`config.mk`:
```
export PLATFORM = sky130hd
export DESIGN_NAME = expansion_shiftreg
export DESIGN_NICKNAME = d
export VERILOG_FILES = /design/src/rtl/expansion_pkg.sv /design/src/rtl/expansion_tick_div.sv /design/src/rtl/expansion_shiftreg.sv
export SDC_FILE = /design/constraint.sdc
export NUM_CORES = 1
export LEC_CHECK = 0
export BUFFER_PORTS_ARGS = -buffer_cell sky130_fd_sc_hd__buf_2
export CORE_MARGIN = 2
export CORE_UTILIZATION = 40
export CTS_CLUSTER_DIAMETER = 120
export DETAILED_ROUTE_END_ITERATION = 10
export PLACE_DENSITY = 0.68
export SYNTH_ARGS = -nofsm -noshare
export SYNTH_HDL_FRONTEND = slang
export SYNTH_SLANG_ARGS = --single-unit
```
`constraint.sdc`:
```
create_clock -name sysclk -period 1.5 [get_ports sysclk]
set_input_delay 0 -clock sysclk [delete_from_list [all_inputs] [get_ports sysclk]]
set_output_delay 0 -clock sysclk [all_outputs]
set_load 0.05 [all_outputs]
```
`src/rtl/expansion_pkg.sv`:
```
// Shared constants and helpers for the serial I/O expander engine.
package expansion_pkg;

  // Frame sequencer state encoding.
  localparam logic [2:0] ST_IDLE    = 3'd0;
  localparam logic [2:0] ST_LOAD_LO = 3'd1;
  localparam logic [2:0] ST_LOAD_HI = 3'd2;
  localparam logic [2:0] ST_CLK_LO  = 3'd3;
  localparam logic [2:0] ST_CLK_HI  = 3'd4;

  // Counter width able to hold 0..n-1, never narrower than one bit.
  function automatic int clog2_min1(input int n);
    return (n <= 1) ? 1 : $clog2(n);
  endfunction

endpackage

```
`src/rtl/expansion_tick_div.sv`:
```
// Free-running divider: tick is high on the last count of every CLK_DIV-cycle period.
module expansion_tick_div
  import expansion_pkg::*;
#(
  parameter int CLK_DIV = 4
) (
  input  logic sysclk,
  input  logic rst_n,
  output logic tick
);

  localparam int              DW       = clog2_min1(CLK_DIV);
  localparam logic [DW-1:0]   DIV_LAST = DW'(CLK_DIV - 1);

  logic [DW-1:0] div_r;

  assign tick = (div_r == DIV_LAST);

  // Count 0..CLK_DIV-1 and wrap on the tick cycle.
  always_ff @(posedge sysclk or negedge rst_n) begin
    if (!rst_n) begin
      div_r <= '0;
    end else if (tick) begin
      div_r <= '0;
    end else begin
      div_r <= div_r + DW'(1);
    end
  end

endmodule

```
`src/rtl/expansion_shiftreg.sv`:
```
// Serial I/O expander: shifts a parallel word into a 595-style output chain while
// reading a word back from a 165-style input chain, frame after frame.
module expansion_shiftreg
  import expansion_pkg::*;
#(
  parameter int WIDTH   = 8,
  parameter int CLK_DIV = 4
) (
  input  logic             sysclk,
  input  logic             rst_n,
  input  logic [WIDTH-1:0] data_out,
  output logic [WIDTH-1:0] data_in,
  output logic             in_valid,
  output logic             EXPANSION0_SHIFTREG_CLOCK,
  output logic             EXPANSION0_SHIFTREG_LOAD,
  output logic             EXPANSION0_SHIFTREG_OUT,
  input  logic             EXPANSION0_SHIFTREG_IN
);

  localparam int            BW       = clog2_min1(WIDTH);
  localparam logic [BW-1:0] BIT_LAST = BW'(WIDTH - 1);

  logic             tick_s;
  logic [2:0]       state_r;
  logic [BW-1:0]    bit_r;
  logic [WIDTH-1:0] tx_r;
  logic [WIDTH-1:0] rx_r;
  logic [WIDTH-1:0] tx_shift_s;
  logic [WIDTH-1:0] rx_shift_s;
  logic [WIDTH-1:0] in_ext_s;

  expansion_tick_div #(
    .CLK_DIV(CLK_DIV)
  ) u_tick_div (
    .sysclk(sysclk),
    .rst_n (rst_n),
    .tick  (tick_s)
  );

  // MSB-first transmit; received bits enter at the LSB so the first bit ends up on top.
  assign in_ext_s   = WIDTH'(EXPANSION0_SHIFTREG_IN);
  assign tx_shift_s = tx_r << 1'b1;
  assign rx_shift_s = (rx_r << 1'b1) | in_ext_s;

  // Frame sequencer: every state change happens on a divider tick; in_valid self-clears.
  always_ff @(posedge sysclk or negedge rst_n) begin
    if (!rst_n) begin
      state_r                   <= ST_IDLE;
      bit_r                     <= '0;
      tx_r                      <= '0;
      rx_r                      <= '0;
      data_in                   <= '0;
      in_valid                  <= 1'b0;
      EXPANSION0_SHIFTREG_CLOCK <= 1'b0;
      EXPANSION0_SHIFTREG_LOAD  <= 1'b1;
      EXPANSION0_SHIFTREG_OUT   <= 1'b0;
    end else begin
      in_valid <= 1'b0;
      if (tick_s) begin
        case (state_r)
          ST_IDLE: begin
            tx_r                      <= data_out;
            EXPANSION0_SHIFTREG_LOAD  <= 1'b0;
            EXPANSION0_SHIFTREG_CLOCK <= 1'b0;
            state_r                   <= ST_LOAD_LO;
          end
          ST_LOAD_LO: begin
            // LOAD rising latches the previous frame into the 595 outputs.
            EXPANSION0_SHIFTREG_LOAD <= 1'b1;
            EXPANSION0_SHIFTREG_OUT  <= tx_r[WIDTH-1];
            state_r                  <= ST_LOAD_HI;
          end
          ST_LOAD_HI: begin
            bit_r   <= '0;
            state_r <= ST_CLK_LO;
          end
          ST_CLK_LO: begin
            // Sample the 165 output before the rising edge shifts it.
            rx_r                      <= rx_shift_s;
            EXPANSION0_SHIFTREG_CLOCK <= 1'b1;
            state_r                   <= ST_CLK_HI;
          end
          ST_CLK_HI: begin
            EXPANSION0_SHIFTREG_CLOCK <= 1'b0;
            if (bit_r != BIT_LAST) begin
              bit_r                   <= bit_r + BW'(1);
              tx_r                    <= tx_shift_s;
              EXPANSION0_SHIFTREG_OUT <= tx_shift_s[WIDTH-1];
              state_r                 <= ST_CLK_LO;
            end else begin
              data_in                  <= rx_r;
              in_valid                 <= 1'b1;
              tx_r                     <= data_out;
              EXPANSION0_SHIFTREG_LOAD <= 1'b0;
              state_r                  <= ST_LOAD_LO;
            end
          end
          default: begin
            state_r                   <= ST_IDLE;
            EXPANSION0_SHIFTREG_CLOCK <= 1'b0;
            EXPANSION0_SHIFTREG_LOAD  <= 1'b1;
          end
        endcase
      end
    end
  end

endmodule

```
Word-level counts from Yosys, hierarchy flattened
Cells that the tools add are included.
{"block": "word_totals", "in_bits": 11, "output_inout_bits": 12, "regBits": 36, "wordCells": 52}
{"block": "op_classes", "eq_ne": 8, "addsub": 2, "bitwise": 4, "reduce_logical": 13, "n_mux": 15}
{"op": "case mux 8 bit (2 select lines)", "count": 1}
{"op": "case mux 3 bit (5 select lines)", "count": 1}
{"op": "AND reduction 3 bit", "count": 4}
{"op": "two-way mux 8 bit", "count": 1}
{"op": "bitwise OR 8 x 1 -> 8 bit", "count": 1}
{"op": "equality test 3 x 2 -> 1 bit (second input constant)", "count": 2}
{"op": "case mux 3 bit (2 select lines)", "count": 1}
{"op": "AND reduction 2 bit", "count": 3}
{"op": "nonzero test 2 bit", "count": 3}
{"op": "two-way mux 1 bit", "count": 5}
{"op": "two-way mux 2 bit", "count": 2}
{"op": "!= test 2 bit (second input constant)", "count": 2}
{"op": "case mux 1 bit (2 select lines)", "count": 2}
{"op": "OR reduction 2 bit", "count": 2}
{"op": "adder 3 x 1 -> 3 bit (second input constant)", "count": 1}
{"op": "equality test 3 x 1 -> 1 bit (second input constant)", "count": 1}
{"op": "equality test 3 bit (second input constant)", "count": 1}
{"op": "zero test 3 bit", "count": 1}
{"op": "two-way mux 3 bit", "count": 1}
{"op": "!= test 3 bit (second input constant)", "count": 1}
{"op": "NOT 1 bit", "count": 3}
{"op": "case mux 1 bit (3 select lines)", "count": 1}
{"op": "adder 2 x 1 -> 2 bit (second input constant)", "count": 1}
{"op": "equality test 2 bit (second input constant)", "count": 1}

Longest topological paths before layout
Gate-level depths: netlist of run 1.
{"block": "depth", "word_depth": 4, "mapped_depth": 6, "depth_no_buf": 5}

Hierarchy
From an unflattened synthesis of run 1, not the netlist that was laid out.
{"block": "unflattened", "cells_unflattened": 129, "area_unflattened_um2": 1620.3}
{"mod": "expansion_shiftreg", "area_each_um2": 1554.0, "seq_area_each_um2": 852.1, "cells_each": 125, "instances": 1}
{"mod": "expansion_tick_div", "area_each_um2": 66.3, "seq_area_each_um2": 50.0, "cells_each": 4, "instances": 1}

Least setup slack after synthesis of run 1
Ideal clock, no wire load.
{"block": "synth_timing", "path_kind": "flip-flop to flip-flop", "from": "register bit_r[0]", "to": "register tx_r[1]", "t_arrival_ps": 1448, "synth_period_minus_slack_ps": 1585, "n_path_buf": 1, "path_slack_ps": -85, "stages_incl_launch_ff": 7, "path_cell_list": "dfrtp_1 > ha_1 > ha_1 > nor4b_2 > buf_4 > mux2i_1 > a21oi_1"}
{"block": "synth_between", "elab_chain_len": 3}
{"item": "from (decl)", "line_no": "expansion_shiftreg.sv:25", "text": "logic [BW-1:0] bit_r;"}
{"item": "from (signal assigned)", "line_no": "expansion_shiftreg.sv:86", "text": "bit_r <= bit_r + BW'(1);"}
{"item": "!= test 3 bit", "line_no": "expansion_shiftreg.sv:85", "text": "if (bit_r != BIT_LAST) begin"}
{"item": "two-way mux 8 bit", "line_no": "expansion_shiftreg.sv:85"}
{"item": "case mux 8 bit (2 select lines)", "line_no": "expansion_shiftreg.sv:60", "text": "case (state_r)"}
{"item": "to (signal assigned)", "line_no": "expansion_shiftreg.sv:62", "text": "tx_r <= data_out;"}
{"item": "to (signal assigned)", "line_no": "expansion_shiftreg.sv:87", "text": "tx_r <= tx_shift_s;"}
{"item": "to (signal assigned)", "line_no": "expansion_shiftreg.sv:93", "text": "tx_r <= data_out;"}
{"item": "to (decl)", "line_no": "expansion_shiftreg.sv:26", "text": "logic [WIDTH-1:0] tx_r;"}
Every way passes these cells.
A chain may end at the register's enable or synchronous reset.

Final worst setup path of run 1
{"block": "layout_timing", "from": "register bit_r[0]", "to": "register tx_r[4]"}
Same word-level chain as after synthesis.

==> results of run 1 <==
[layout make-up]
type / count / area [sq um]
Multi-Input combinational cell: 81 / 773
Inverter: 5 / 18.8
Tap cell: 50 / 62.6
Sequential cell: 36 / 905
Fill cell: 348 / 1840
Clock buffer: 8 / 90.1
Timing Repair Buffer: 45 / 312
[sequential cells by signal, summed over array words and instances, names as in the netlist]
name,flops
state_r,3
rx_r,8
u_tick_div.div_r,2
tx_r,8
bit_r,3
EXPANSION0_SHIFTREG_CLOCK,1
EXPANSION0_SHIFTREG_OUT,1
in_valid,1
data_in,8
EXPANSION0_SHIFTREG_LOAD,1
[power breakdown]
group          internal [uW]  total, uW  switching (uW)
clock network            374        689             315
registers                986        996            10.3
logic                   34.6       69.9            35.3
[cells in the mapped netlist (all sizes together)]
cell      n
a21oi    10
a221o     1
a2bb2oi   1
a31oi     1
and2      2
and3      1
buf       6
clkbuf    1
dfrtp    35
dfstp     1
ha        3
inv       5
mux2     21
mux2i     7
nand2     2
nand3     1
nand3b    1
nor2      8
nor2b     7
nor3b     4
nor4b     1
o21ai     7
o22ai     1
[stage by stage]
stage          total power (uW)  instance area (sq um)
2_1_floorplan              1030                   1670
3_3_place_gp               1070                   1880
3_5_place_dp               1080                   1880
4_1_cts                    1780                   2120
5_1_grt                    1830                   2160
6_report                   1760                   2160
[layer usage]
metal | GRT usage | wire (um) | share of wire | vias to the layer above
met5 | 0 | 0 | 0 | -
met4 | 0.0375 | 16 | 0.0050 | 0
met3 | 0.0428 | 118 | 0.037 | 2
met2 | 0.282 | 1710 | 0.53 | 17
met1 | 0.190 | 1380 | 0.43 | 566
li1 | - | - | - | 539
[path summary, 6_finish.rpt]
path	from	end	slack, ps	cells past startpoint
max in group asynchronous	rst_n	EXPANSION0_SHIFTREG_LOAD	1050	3
hold / removal	data_out[6]	tx_r[6]	4	3
hold reg to reg	u_tick_div.div_r[0]	u_tick_div.div_r[0]	480	1
min in group asynchronous	rst_n	data_in[1]	200	3
setup / recovery	bit_r[0]	tx_r[4]	-80	6
setup reg to reg	bit_r[0]	tx_r[4]	-80	6
[worst max-delay path, stage by stage, from the launching register on]
cell     delay (ps)
dfrtp_1         390
ha_2            210
ha_4            180
nor4b_4         220
buf_6           180
mux2i_1         210
a21oi_1          80
[what timing repair did]
item	in CTS	in global routing
endpoints found under the hold margin	40	0
gates cloned	1	1
endpoints found under the setup margin	28	24
pin swaps	11	3
hold buffers	5	0
resized for setup	14	3
setup buffers	5	2
[cells in the final DEF, fill, tap and decap left out, types with 4 or more instances in the layout]
master	synthesis	final
mux2_1	12	9
clkbuf_8	0	6
dfrtp_1	35	33
mux2_4	8	11
nor2b_1	7	6
buf_4	1	16
buf_2	3	22
mux2i_1	7	7
a21oi_1	10	10
dlygate4sd3_1	0	5
o21ai_0	5	4
nor2_1	8	8
inv_1	5	5
[cell families (layout without fill, tap and decap cells)]
group                      after synthesis  after routing
DFF                                     36             36
muxes                                   28             28
AOI/OAI and AO/OA                       21             21
buffers and inverters                   12             58
adders and majority gates                3              3
and+or+nand+nor                         27             29
==> flow_metrics.py, run 1 <==
metrics = {
    "die": {
        "row_cnt": 23,
        "die_w_um": 68.3,
        "die_y_um": 68.3,
        "placeableCoreArea_sq_um": 4000,
        "io-pin-count": 23,
        "initial_core_util": 0.413,
        "dieArea_sq_um": 4660,
    },
    "synth": {
        "yosysTopAreaCellShare": 0.530,
        "synth.yosys.seq_area_share": 0.546,
        "main_combinational_cell_family_by_area_after_synthesis": "multiplexers",
        "synth_nets": 141,
        "synth_warnings": 0,
        "postSynthAreaPerCell_sq_um": 13.0,
        "adder_cell_share_of_the_synthesized_area": 0.0227,
        "area_share_of_and_or_nand_nor_cells_after_synthesis": 0.111,
        "muxShareOfSynthArea": 0.204,
        "synth_top_cell_by_area": "dfrtp_1",
        "synth_xor_xnor_area_share": 0,
        "ys_top_cells_by_area": "dfrtp_1 53%, mux2_1 8.2%, mux2_4 7.3%, mux2i_1 4.2%, a21oi_1 3.0%",
        "synth-compound-area-share": 0.0704,
        "postSynthRegisterBits": 36,
        "yosys.cell_types.count": 31,
        "netlist_instances": 127,
        "syn_area_sq_um": 1650,
    },
    "layout": {
        "layout-drive-gt1-share": 0.423,
        "fin_nets": 188,
        "num_antenna_cells": 0,
        "post-route-util": 0.540,
        "layoutNonFillerInstCount": 225,
        "syn2layout_area_growth_pct": 30.7,
    },
    "global_routing": {
        "globalRouteTotalUtil": 0.158,
        "gr-total-overflow": 0,
        "grt_start_max_net_pins": 37,
        "grt_first_pass_wirelength_mm": 5.42,
        "vias_in_the_first_global_route": 1177,
        "number_of_antenna_violations_at_the_first_check_in_global_routing": 0,
    },
    "placed_design": {
        "finalWeightedCongestion": 0.774,
        "port_buffer_count": 22,
        "detailedPlacementHpwl_mm": 2.13,
        "place_ws_ps": -136,
        "dpl.cell_count": 203,
    },
    "route": {
        "detail_route.wl_per_cell_um": 14.3,
        "first_pass_iteration_count_of_the_detailed_router": 4,
        "drt_drc_violations_left": 0,
        "drt-total-wl_mm": 3.22,
        "drt_iter0_markers": 29,
        "routed-via-count": 1124,
        "via_per_inst": 5.00,
        "antenna_left": 0,
    },
    "status": {
        "failed_checks": "setup timing",
        "result_of_the_run": "finished with violations",
    },
    "sta": {
        "holdWs_ps": 4.45,
        "timing.final.hold_violations": 0,
        "setup_slack_ps": -84.9,
        "final-max-slew-violation-count": 0,
        "clock_skew_ps": 6.84,
        "grt_setup_unrepaired": "yes",
        "worstMarginPinSlew_ps": 274,
        "setup_tns_after_final_layout_ps": -827,
        "period_utilization": 1.06,
        "finalSetupViolations": 19,
        "post-route-min-period_ps": 1580,
        "clock.fmax_mhz": 631,
        "slew_headroom": 0.817,
    },
    "worst_setup_path": {
        "worst_setup_path_end_kind": "register",
        "required_ps": 1670,
        "timing_worst_setup_path_type": "reg -> reg",
        "cp_max_fo": 8,
        "kind_of_start_point_of_the_critical_path": "register",
        "timing.critical_path.arrival_ps": 1750,
    },
    "power_and_ir_drop": {
        "power_leakage_uw": 0.00108,
        "p_per_area_nw_per_um2": 812,
        "ir_drop_mv": 0.775,
    },
    "clocking": {
        "worstSkewPairLatency_ps": 280,
        "clockBufferDepth": 2,
        "clk_pin_slew_ps": 70,
        "clock_tree.htree_level_count": 2,
        "count_of_clock_tree_sinks": 36,
        "cts_buf_count": 5,
        "tritoncts": "built",
        "root_buffer": "clkbuf_8",
    },
    "job": {
        "drv.max_cap_violation_count": 0,
    },
    "min_path": {
        "hp-class": "in -> reg",
    },
}
Note: power is estimated with default switching activity, not from simulation.
==> inputs of run 2 (changes only) <==
PLACE_DENSITY = 0.63   (was 0.68)
==> flow_metrics.py, run 2 (synthesis gave the netlist of run 1 again) <==
metrics = {
    "layout": {
        "final_cell_mix": "33 x dfrtp_1, 22 x buf_2, 13 x buf_4",
        "fillerInstances": 349,
        "fin_nets": 183,
        "mostFrequentLayoutCell": "dfrtp_1",
        "reg_top3": "data_in: 8 flops, rx_r: 8 flops, tx_r: 8 flops",
        "layout-drive-gt1-share": 0.420,
        "layoutNonFillerInstCount": 219,
        "syn2layout_area_growth_pct": 26.9,
        "num_antenna_cells": 0,
    },
    "die": {
        "placeableCoreArea_sq_um": 4000,
        "io-pin-count": 23,
        "die_w_um": 68.3,
        "dieArea_sq_um": 4660,
        "initial_core_util": 0.413,
        "die_y_um": 68.3,
        "row_cnt": 23,
    },
    "clocking": {
        "worstSkewPairLatency_ps": 280,
        "clock_tree.htree_level_count": 2,
        "tritoncts": "built",
        "cts_buf_count": 5,
        "count_of_clock_tree_sinks": 36,
        "root_buffer": "clkbuf_8",
        "clk_pin_slew_ps": 70,
        "clockBufferDepth": 2,
    },
    "placed_design": {
        "port_buffer_count": 22,
        "detailedPlacementHpwl_mm": 2.03,
        "finalWeightedCongestion": 0.693,
        "dpl.cell_count": 206,
    },
    "status": {
        "failed_checks": "setup timing",
        "result_of_the_run": "finished with violations",
    },
    "sta": {
        "setup_tns_after_final_layout_ps": -926,
        "grt_setup_unrepaired": "yes",
        "final-max-slew-violation-count": 0,
        "slew_headroom": 0.488,
        "finalSetupViolations": 16,
        "worstMarginPinSlew_ps": 768,
        "post-route-min-period_ps": 1580,
        "clock.fmax_mhz": 634,
        "timing.final.hold_violations": 0,
        "clock_skew_ps": 3.84,
        "setup_slack_ps": -77.4,
        "period_utilization": 1.05,
    },
    "route": {
        "drt-total-wl_mm": 3.00,
        "met3_wire_length_um": 106,
        "drt_iter0_markers": 39,
        "antenna_left": 0,
        "drt-met1-wl_mm": 1.35,
        "dr_wl_met2_mm": 1.48,
        "drt_drc_violations_left": 0,
        "first_pass_iteration_count_of_the_detailed_router": 3,
        "via_per_inst": 4.92,
        "routed-via-count": 1077,
        "route.top_layer_used": "met4",
        "detail_route.wl_per_cell_um": 13.7,
    },
    "worst_setup_path": {
        "required_ps": 1670,
        "cp_max_fo": 9,
        "cp_cell_sequence": "ha_2 > ha_4 > buf_4 > and3_4 > mux2_4",
        "timing.critical_path.slowest_stage_cell": "dfrtp_1",
        "timing.rr.start": "bit_r[0]",
        "critPathMaxStageDelay_ps": 360,
        "startpoint": "bit_r[0]",
        "timing.critical_path.arrival_ps": 1740,
        "timing_worst_setup_path_type": "reg -> reg",
        "kind_of_start_point_of_the_critical_path": "register",
        "worst_setup_path_end_kind": "register",
    },
    "global_routing": {
        "grt_start_max_net_pins": 37,
        "vias_in_the_first_global_route": 1061,
        "globalRouteTotalUtil": 0.148,
        "gr-total-overflow": 0,
        "number_of_antenna_violations_at_the_first_check_in_global_routing": 0,
        "grt_first_pass_wirelength_mm": 4.91,
    },
    "power_and_ir_drop": {
        "p_per_area_nw_per_um2": 851,
        "gate_power_share": 0.035,
        "internal_power_component_uw": 1420,
        "ir_drop_mv": 0.542,
        "swShare": 0.203,
        "clkPwrFrac": 0.407,
        "power.sequential.fraction": 0.558,
        "power_leakage_uw": 0.00105,
        "switching_power_total_uw": 363,
    },
    "job": {
        "drv.max_cap_violation_count": 0,
    },
    "min_path": {
        "min-delay-start": "data_out[2]",
        "hp-class": "in -> reg",
    },
}
-- run 2: critical path, delay by kind of cell (launching register included) --
family                   cells  cell delay (ps)
multiplexers                 1              320
flip-flops                   1              360
buffers and inverters        1              120
adder cells (fa/ha/maj)      2              360
AND/OR/NAND/NOR              1              300
-- run 2: cell type report --
class	instances	area, sq um	area share
well taps	50	62.6	0.0298
clock buffers	7	96.3	0.0459
flip-flops and latches	36	905	0.431
inverters	5	18.8	0.00894
multi-input cells	79	736	0.351
repair buffers	42	280	0.134
-- run 2: metrics by stage --
stage               instance area, sq um  hold slack (ps)  total power (uW)  setup slack [ps]  utilization
floorplan                           1670             -296              1030             -46.1            -
global placement                    1890              128              1070             -69.0        0.472
detailed placement                  1890              124              1070             -83.0        0.472
CTS                                 2050             4.48              1810             -94.1        0.512
global route                        2100             18.4              1870              -172        0.525
finish                              2100             1.85              1790             -77.4        0.525
-- run 2: what timing repair did --
action,in CTS,in global routing
buffers inserted,0,1
hold buffers,5,0
gates cloned,0,0
pin swaps,4,2
endpoints found under the setup margin,27,29
resized for setup,4,12
endpoints found under the hold margin,39,0
-- run 2: path summary, 6_finish.rpt --
path | cells past startpoint | slack, ps | endpoint
worst max-delay path | 5 | -80 | data_in[4]
worst min-delay path | 3 | 2 | tx_r[2]
worst max register to register | 5 | -80 | data_in[4]
worst min register to register | 1 | 430 | u_tick_div.div_r[0]
max in group asynchronous | 2 | 620 | state_r[0]
min in group asynchronous | 2 | 340 | tx_r[6]
-- run 2: layer usage --
layer	up-vias	GRT usage
li1	520	-
met1	539	0.183
met2	14	0.229
met3	4	0.0493
met4	0	0.0750
met5	-	0
-- run 2: power by group through the flow --
stage | Combinational (uW) | Sequential [uW] | Clock [uW]
after CTS | 65.8 | 996 | 751
after global routing | 72.2 | 997 | 799
final | 63.3 | 996 | 727
after global placement | 54.2 | 1010 | 0
after detailed placement | 55.1 | 1010 | 0
after floorplan | 15.1 | 1020 | 0
